==> config.mk <==
export PLATFORM = sky130hd
export DESIGN_NAME = fifo_wr_arbiter
export DESIGN_NICKNAME = d
export VERILOG_FILES = /design/src/rtl/fifo_wr_arbiter.sv
export SDC_FILE = /design/constraint.sdc
export NUM_CORES = 1
export LEC_CHECK = 0
export CAP_MARGIN = 20
export CORE_ASPECT_RATIO = 0.9
export CORE_MARGIN = 4
export CORE_UTILIZATION = 35
export CTS_BUF_LIST = sky130_fd_sc_hd__clkbuf_8 sky130_fd_sc_hd__clkbuf_16
export DETAILED_ROUTE_END_ITERATION = 10
export DONT_BUFFER_PORTS = 1
export GPL_ROUTABILITY_DRIVEN = 0
export SETUP_SLACK_MARGIN = 0.2
export SKIP_LAST_GASP = 1
export SLEW_MARGIN = 20
export SYNTH_ARGS = -nofsm -noshare
export SYNTH_HDL_FRONTEND = slang
export SYNTH_SLANG_ARGS = --single-unit
==> constraint.sdc <==
create_clock -name wr_clk -period 3 [get_ports wr_clk]
set_input_delay 0.75 -clock wr_clk [delete_from_list [all_inputs] [get_ports wr_clk]]
set_output_delay 0.75 -clock wr_clk [all_outputs]
set_load 0.03 [all_outputs]
==> src/rtl/fifo_wr_arbiter.sv <==
// fifo_wr_arbiter
//
// Round-robin write arbiter in front of the write side of an async FIFO. Each of
// NUM_SRC sources presents a stream of words framed by src_last. One source is
// granted per packet. The arbiter writes a header word that identifies the source,
// then passes the granted source's payload straight through to the FIFO until
// src_last or until MAX_PKT_WORDS beats have been accepted. A packet cut off by the
// beat limit is counted as truncated, and the source's remaining words go out later
// as a new packet under a fresh grant.
//
// Ports
//   wr_clk        in   1                  FIFO write-domain clock, rising edge
//   reset         in   1                  synchronous, active-high
//   src_valid     in   NUM_SRC            per-source word valid
//   src_data      in   NUM_SRC*DATA_LEN   source i at [i*DATA_LEN +: DATA_LEN]
//   src_last      in   NUM_SRC            final payload word of a packet
//   src_ready     out  NUM_SRC            word accepted when valid is also high
//   fifo_full     in   1                  FIFO write-side full flag
//   fifo_write_en out  1                  FIFO write strobe
//   fifo_data     out  DATA_LEN           FIFO write word
//   busy          out  1                  high whenever not idle
//   grant_id      out  ID_W               current / most recent grant
//   pkt_count     out  16                 completed packets, saturating
//   trunc_count   out  16                 truncated packets, saturating

module fifo_wr_arbiter #(
   parameter int unsigned DATA_LEN      = 16,
   parameter int unsigned NUM_SRC       = 4,
   parameter int unsigned MAX_PKT_WORDS = 256,
   localparam int unsigned ID_W         = $clog2(NUM_SRC)
) (
   input  logic                         wr_clk,
   input  logic                         reset,
   input  logic [NUM_SRC-1:0]           src_valid,
   input  logic [NUM_SRC*DATA_LEN-1:0]  src_data,
   input  logic [NUM_SRC-1:0]           src_last,
   output logic [NUM_SRC-1:0]           src_ready,
   input  logic                         fifo_full,
   output logic                         fifo_write_en,
   output logic [DATA_LEN-1:0]          fifo_data,
   output logic                         busy,
   output logic [ID_W-1:0]              grant_id,
   output logic [15:0]                  pkt_count,
   output logic [15:0]                  trunc_count
);

   // The beat counter must be able to hold MAX_PKT_WORDS itself, and is never
   // narrower than 9 bits.
   localparam int unsigned BEAT_MIN_W = $clog2(MAX_PKT_WORDS + 1);
   localparam int unsigned BEAT_W     = (BEAT_MIN_W > 9) ? BEAT_MIN_W : 9;

   typedef enum logic [1:0] {
      StIdle,
      StHeader,
      StStream
   } state_e;

   state_e              state_q, state_d;
   logic [ID_W-1:0]     rr_ptr_q, rr_ptr_d;
   logic [ID_W-1:0]     grant_id_q, grant_id_d;
   logic [BEAT_W-1:0]   beat_cnt_q, beat_cnt_d;
   logic [15:0]         pkt_count_q, pkt_count_d;
   logic [15:0]         trunc_count_q, trunc_count_d;

   // ---------------------------------------------------------------------------
   // Round-robin search: first valid source strictly after rr_ptr, wrapping.
   // rr_ptr itself is examined last, so a lone requester is re-granted.
   // ---------------------------------------------------------------------------
   logic              arb_found;
   logic [ID_W-1:0]   arb_idx;
   logic [31:0]       cand;
   logic [ID_W-1:0]   cand_id;

   always_comb begin
      arb_found = 1'b0;
      arb_idx   = '0;
      cand      = '0;
      cand_id   = '0;
      for (int unsigned off = 1; off <= NUM_SRC; off++) begin
         cand = off + 32'(rr_ptr_q);
         if (cand >= NUM_SRC) begin
            cand = cand - NUM_SRC;
         end
         cand_id = cand[ID_W-1:0];
         if (!arb_found && src_valid[cand_id]) begin
            arb_found = 1'b1;
            arb_idx   = cand_id;
         end
      end
   end

   // ---------------------------------------------------------------------------
   // Granted-source view. Only the granted slice reaches the outputs, so the
   // other sources' inputs cannot disturb anything.
   // ---------------------------------------------------------------------------
   logic                  sel_valid;
   logic                  sel_last;
   logic [DATA_LEN-1:0]   sel_data;
   logic [DATA_LEN-1:0]   header_word;
   logic [BEAT_W-1:0]     beat_next;
   logic                  beat_at_limit;

   always_comb begin
      sel_valid = src_valid[grant_id_q];
      sel_last  = src_last[grant_id_q];
      sel_data  = src_data[grant_id_q*DATA_LEN +: DATA_LEN];
   end

   // Header: MSB flags a header, low bits carry the source ID.
   always_comb begin
      header_word                = '0;
      header_word[DATA_LEN-1]    = 1'b1;
      header_word[ID_W-1:0]      = grant_id_q;
   end

   assign beat_next     = beat_cnt_q + 1'b1;
   assign beat_at_limit = (beat_next == BEAT_W'(MAX_PKT_WORDS));

   // ---------------------------------------------------------------------------
   // FSM next-state and outputs
   // ---------------------------------------------------------------------------
   logic                  pkt_inc;
   logic                  trunc_inc;
   logic [NUM_SRC-1:0]    ready_raw;
   logic                  write_raw;
   logic [DATA_LEN-1:0]   data_raw;

   always_comb begin
      state_d    = state_q;
      rr_ptr_d   = rr_ptr_q;
      grant_id_d = grant_id_q;
      beat_cnt_d = beat_cnt_q;
      pkt_inc    = 1'b0;
      trunc_inc  = 1'b0;
      ready_raw  = '0;
      write_raw  = 1'b0;
      data_raw   = '0;

      unique case (state_q)
         StIdle: begin
            if (arb_found) begin
               grant_id_d = arb_idx;
               rr_ptr_d   = arb_idx;
               state_d    = StHeader;
            end
         end

         StHeader: begin
            write_raw = !fifo_full;
            data_raw  = header_word;
            if (!fifo_full) begin
               beat_cnt_d = '0;
               state_d    = StStream;
            end
         end

         StStream: begin
            ready_raw[grant_id_q] = !fifo_full;
            write_raw             = sel_valid && !fifo_full;
            data_raw              = sel_data;
            if (sel_valid && !fifo_full) begin
               beat_cnt_d = beat_next;
               // src_last wins when it lands on the limit beat.
               if (sel_last) begin
                  pkt_inc = 1'b1;
                  state_d = StIdle;
               end else if (beat_at_limit) begin
                  trunc_inc = 1'b1;
                  state_d   = StIdle;
               end
            end
         end

         default: begin
            state_d = StIdle;
         end
      endcase
   end

   // Saturating event counters.
   always_comb begin
      pkt_count_d   = pkt_count_q;
      trunc_count_d = trunc_count_q;
      if (pkt_inc && (pkt_count_q != 16'hFFFF)) begin
         pkt_count_d = pkt_count_q + 16'd1;
      end
      if (trunc_inc && (trunc_count_q != 16'hFFFF)) begin
         trunc_count_d = trunc_count_q + 16'd1;
      end
   end

   // Strobes are masked while reset is high so an interrupted packet stops
   // immediately, before the state register has been cleared.
   always_comb begin
      src_ready     = reset ? '0 : ready_raw;
      fifo_write_en = write_raw && !reset;
      fifo_data     = data_raw;
      busy          = (state_q != StIdle) && !reset;
      grant_id      = grant_id_q;
      pkt_count     = pkt_count_q;
      trunc_count   = trunc_count_q;
   end

   // ---------------------------------------------------------------------------
   // State registers
   // ---------------------------------------------------------------------------
   always_ff @(posedge wr_clk) begin
      if (reset) begin
         state_q       <= StIdle;
         rr_ptr_q      <= ID_W'(NUM_SRC - 1);
         grant_id_q    <= '0;
         beat_cnt_q    <= '0;
         pkt_count_q   <= '0;
         trunc_count_q <= '0;
      end else begin
         state_q       <= state_d;
         rr_ptr_q      <= rr_ptr_d;
         grant_id_q    <= grant_id_d;
         beat_cnt_q    <= beat_cnt_d;
         pkt_count_q   <= pkt_count_d;
         trunc_count_q <= trunc_count_d;
      end
   end

endmodule

==> flow_metrics.tcl, run 1 <==
set metrics [dict create \
    outcome "completed" \
    min_period_ps 2671 \
    synth_seq_cells 47 \
    first_pass_iters 5 \
    worstMarginPinSlew_ps 830.0 \
    io_pins 131 \
    hold_viol 0 \
    cts.sinks 47 \
    stdcell_count 484 \
    worstSetupStartpointType "register" \
    power_density_nw_per_um2 543.9 \
    synth.distinct_cells 50 \
    path_buf_inv 1 \
    setup_viol 0 \
    initial_core_util 0.3669 \
    num-nets-final 448 \
    cts_buffers 5 \
    max_freq_ghz 0.3743 \
    cp.required_ps 2250 \
    avgViaCountPerCell 5.649 \
    ys_async_sr_fraction 0 \
    synth_nets 451 \
    vdd_drop_max_mv 0.2198 \
    die-height_microns 98.95 \
    grt_max_degree 60 \
    finalMaxSlewViolations 0 \
    cts_buffer_depth 2 \
    clk_pin_slew_worst_paths_ps 90 \
    wl_mm 8.494 \
    synth_flop_cell "dfxtp_1" \
    fin_skew_ps 10.70 \
    drive_above_1_share 0.1370 \
    antenna_found_initial 0 \
    leakage_uw 0.001169 \
    n_antenna_cell 0 \
    cts_hold_buf 0 \
    grt_pass1_vias 2660 \
    grt_pass1_wl_mm 13.41 \
    root_buffer "clkbuf_8" \
    crit_path_max_fanout 6 \
    die_w_microns 109.1 \
    portBuffers 0 \
    final_core_util 0.3920 \
    cap_violations 0 \
    area_growth_pct 6.846 \
    critPathKind "register to output pin" \
    dr.first_iter.drc_count 126 \
    critical_path.max_stage_delay_ps 610 \
    final_area_sq_um 3437 \
    groute.usage.overall 0.1526 \
    slowest_stage "mux4_2" \
    cpLargestDelayFamily "multiplexers" \
    yosysWarnings 0 \
    synth-edff-count 0 \
    crit_arrival_ps 1920 \
    h-tree-depth 2 \
    routedWlPerCell_microns 17.55 \
    hpwl_mm 6.517 \
    num_rows 32 \
    synth_top_area_share 0.2925 \
    min_path_type "register to register" \
    drc 0 \
    dp_cells 478 \
    cts_tree "built" \
    via_count 2734 \
    grt_remaining_overflow 0 \
    timing.slew.headroom 0.4416 \
    synth_area_leaders "dfxtp_1 (29%), mux4_2 (13%), nor2_1 (4.7%)" \
    rsz0062_at_grt "no" \
    yosys.area.top_type "dfxtp_1" \
    synthesis.area_sq_um 3217 \
    end_kind "output pin" \
    final.setup.tns_ps 0 \
    placed_area_sq_um 3354 \
    coreArea_sq_um 8768 \
    syn_inst 369 \
    path_cells "mux4_2 > and2_1 > a21oi_1 > nor3b_2 > buf_4" \
    syn_avg_cell_area_sq_um 8.718 \
    ys_top_cells_by_count "dfxtp_1 (47), nor2_1 (40), a21oi_1 (22)" \
    die-area_sq_um 10790 \
    synthMostInstantiatedCell "dfxtp_1" \
    period_share 0.8905 \
    ant_nets 0 \
    clk_latency_ps 300 \
    seq_area_frac_synth 0.2925 \
]
## metrics by stage
| stage | worst slack (ps) | power (uW) | hold slack, ps |
|---|---|---|---|
| 6_report | 328.6 | 1869 | 504.2 |
| 5_1_grt | 227.3 | 2000 | 485.5 |
| 4_1_cts | 258.1 | 1890 | 500.1 |
| 3_5_place_dp | 316.9 | 1522 | 496.6 |
| 3_3_place_gp | 341.0 | 1505 | 477.8 |
| 2_1_floorplan | 202.4 | 1385 | 465.7 |
## cells by family (layout without fill, tap and decap cells)
family          count (synthesis)  in the layout  share of synthesized area
flops                          47             47                     0.2925
xor+xnor                       16             16                    0.04356
compound gates                 65             65                     0.1365
simple gates                  176            176                     0.2979
mux                            28             28                     0.1595
buf+inv                        30             26                    0.04278
fa+ha+maj                       7              7                    0.02723
## cell usage in the layout, fill, tap and decap left out, drive strengths merged, types with 9 or more instances in the layout
cell,count
nor2,41
buf,12
nand2b,9
dfxtp,47
nor2b,10
and2,17
a21oi,23
nor3,12
xor2,12
nand2,22
and3,15
o21ai,18
nand3,19
mux4,18
## layout make-up
class | instances | area, sq um
well taps | 119 | 148.9
clock buffers | 5 | 68.82
fillers | 889 | 5331
inverters | 8 | 30.03
flip-flops and latches | 47 | 942.2
clock inverters | 1 | 7.507
repair buffers | 12 | 93.84
multi-input cells | 292 | 2146
## worst min-delay path, stage by stage (launching register included)
cell,delay (ps)
dfxtp_1,330
nand2b_1,70
mux2i_1,60
## per-layer routing
metal | global-route usage | up-vias | wire (microns)
li1 | - | 1345 | -
met1 | 0.1729 | 1263 | 3364
met2 | 0.2856 | 120 | 4313
met3 | 0.03405 | 6 | 711
met4 | 0.03689 | 0 | 104
met5 | 0 | - | 0
## power by group
group	leakage [uW]	internal (uW)	total, uW	switching (uW)
clock	0.0000361	155	365	210
combinational	0.000752	356	794	438
sequential	0.000380	661	710	48.7
## state kept, by name, summed over array words and instances, names as in the netlist
register and flops:
beat_cnt_q 9, grant_id 2, pkt_count 16, rr_ptr_q 2
state_q 2, trunc_count 16
## final timing paths
check | from | end | slack, ps | cells after the start
min | state_q[0]$_SDFFE_PP0P_ | state_q[0]$_SDFFE_PP0P_ | 500 | 2
max reg2reg | beat_cnt_q[0]$_SDFFE_PP0P_ | trunc_count[11]$_SDFFE_PP0P_ | 460 | 8
min reg2reg | state_q[0]$_SDFFE_PP0P_ | state_q[0]$_SDFFE_PP0P_ | 500 | 2
max | grant_id[1]$_SDFFE_PP0P_ | fifo_write_en | 330 | 5
## repair_timing
item / CTS / global route
endpoints found under the hold margin: 0 / 0
resized for setup: 0 / 2
buffers inserted: 0 / 0
setup endpoints to repair: 0 / 9
Note: power is estimated with default switching activity, not from simulation.
==> inputs of run 2 (changes only) <==
- SLEW_MARGIN: 20 -> 5
==> results of run 2 <==
No change in the layout: final DEF, timing and power equal those of run 1.
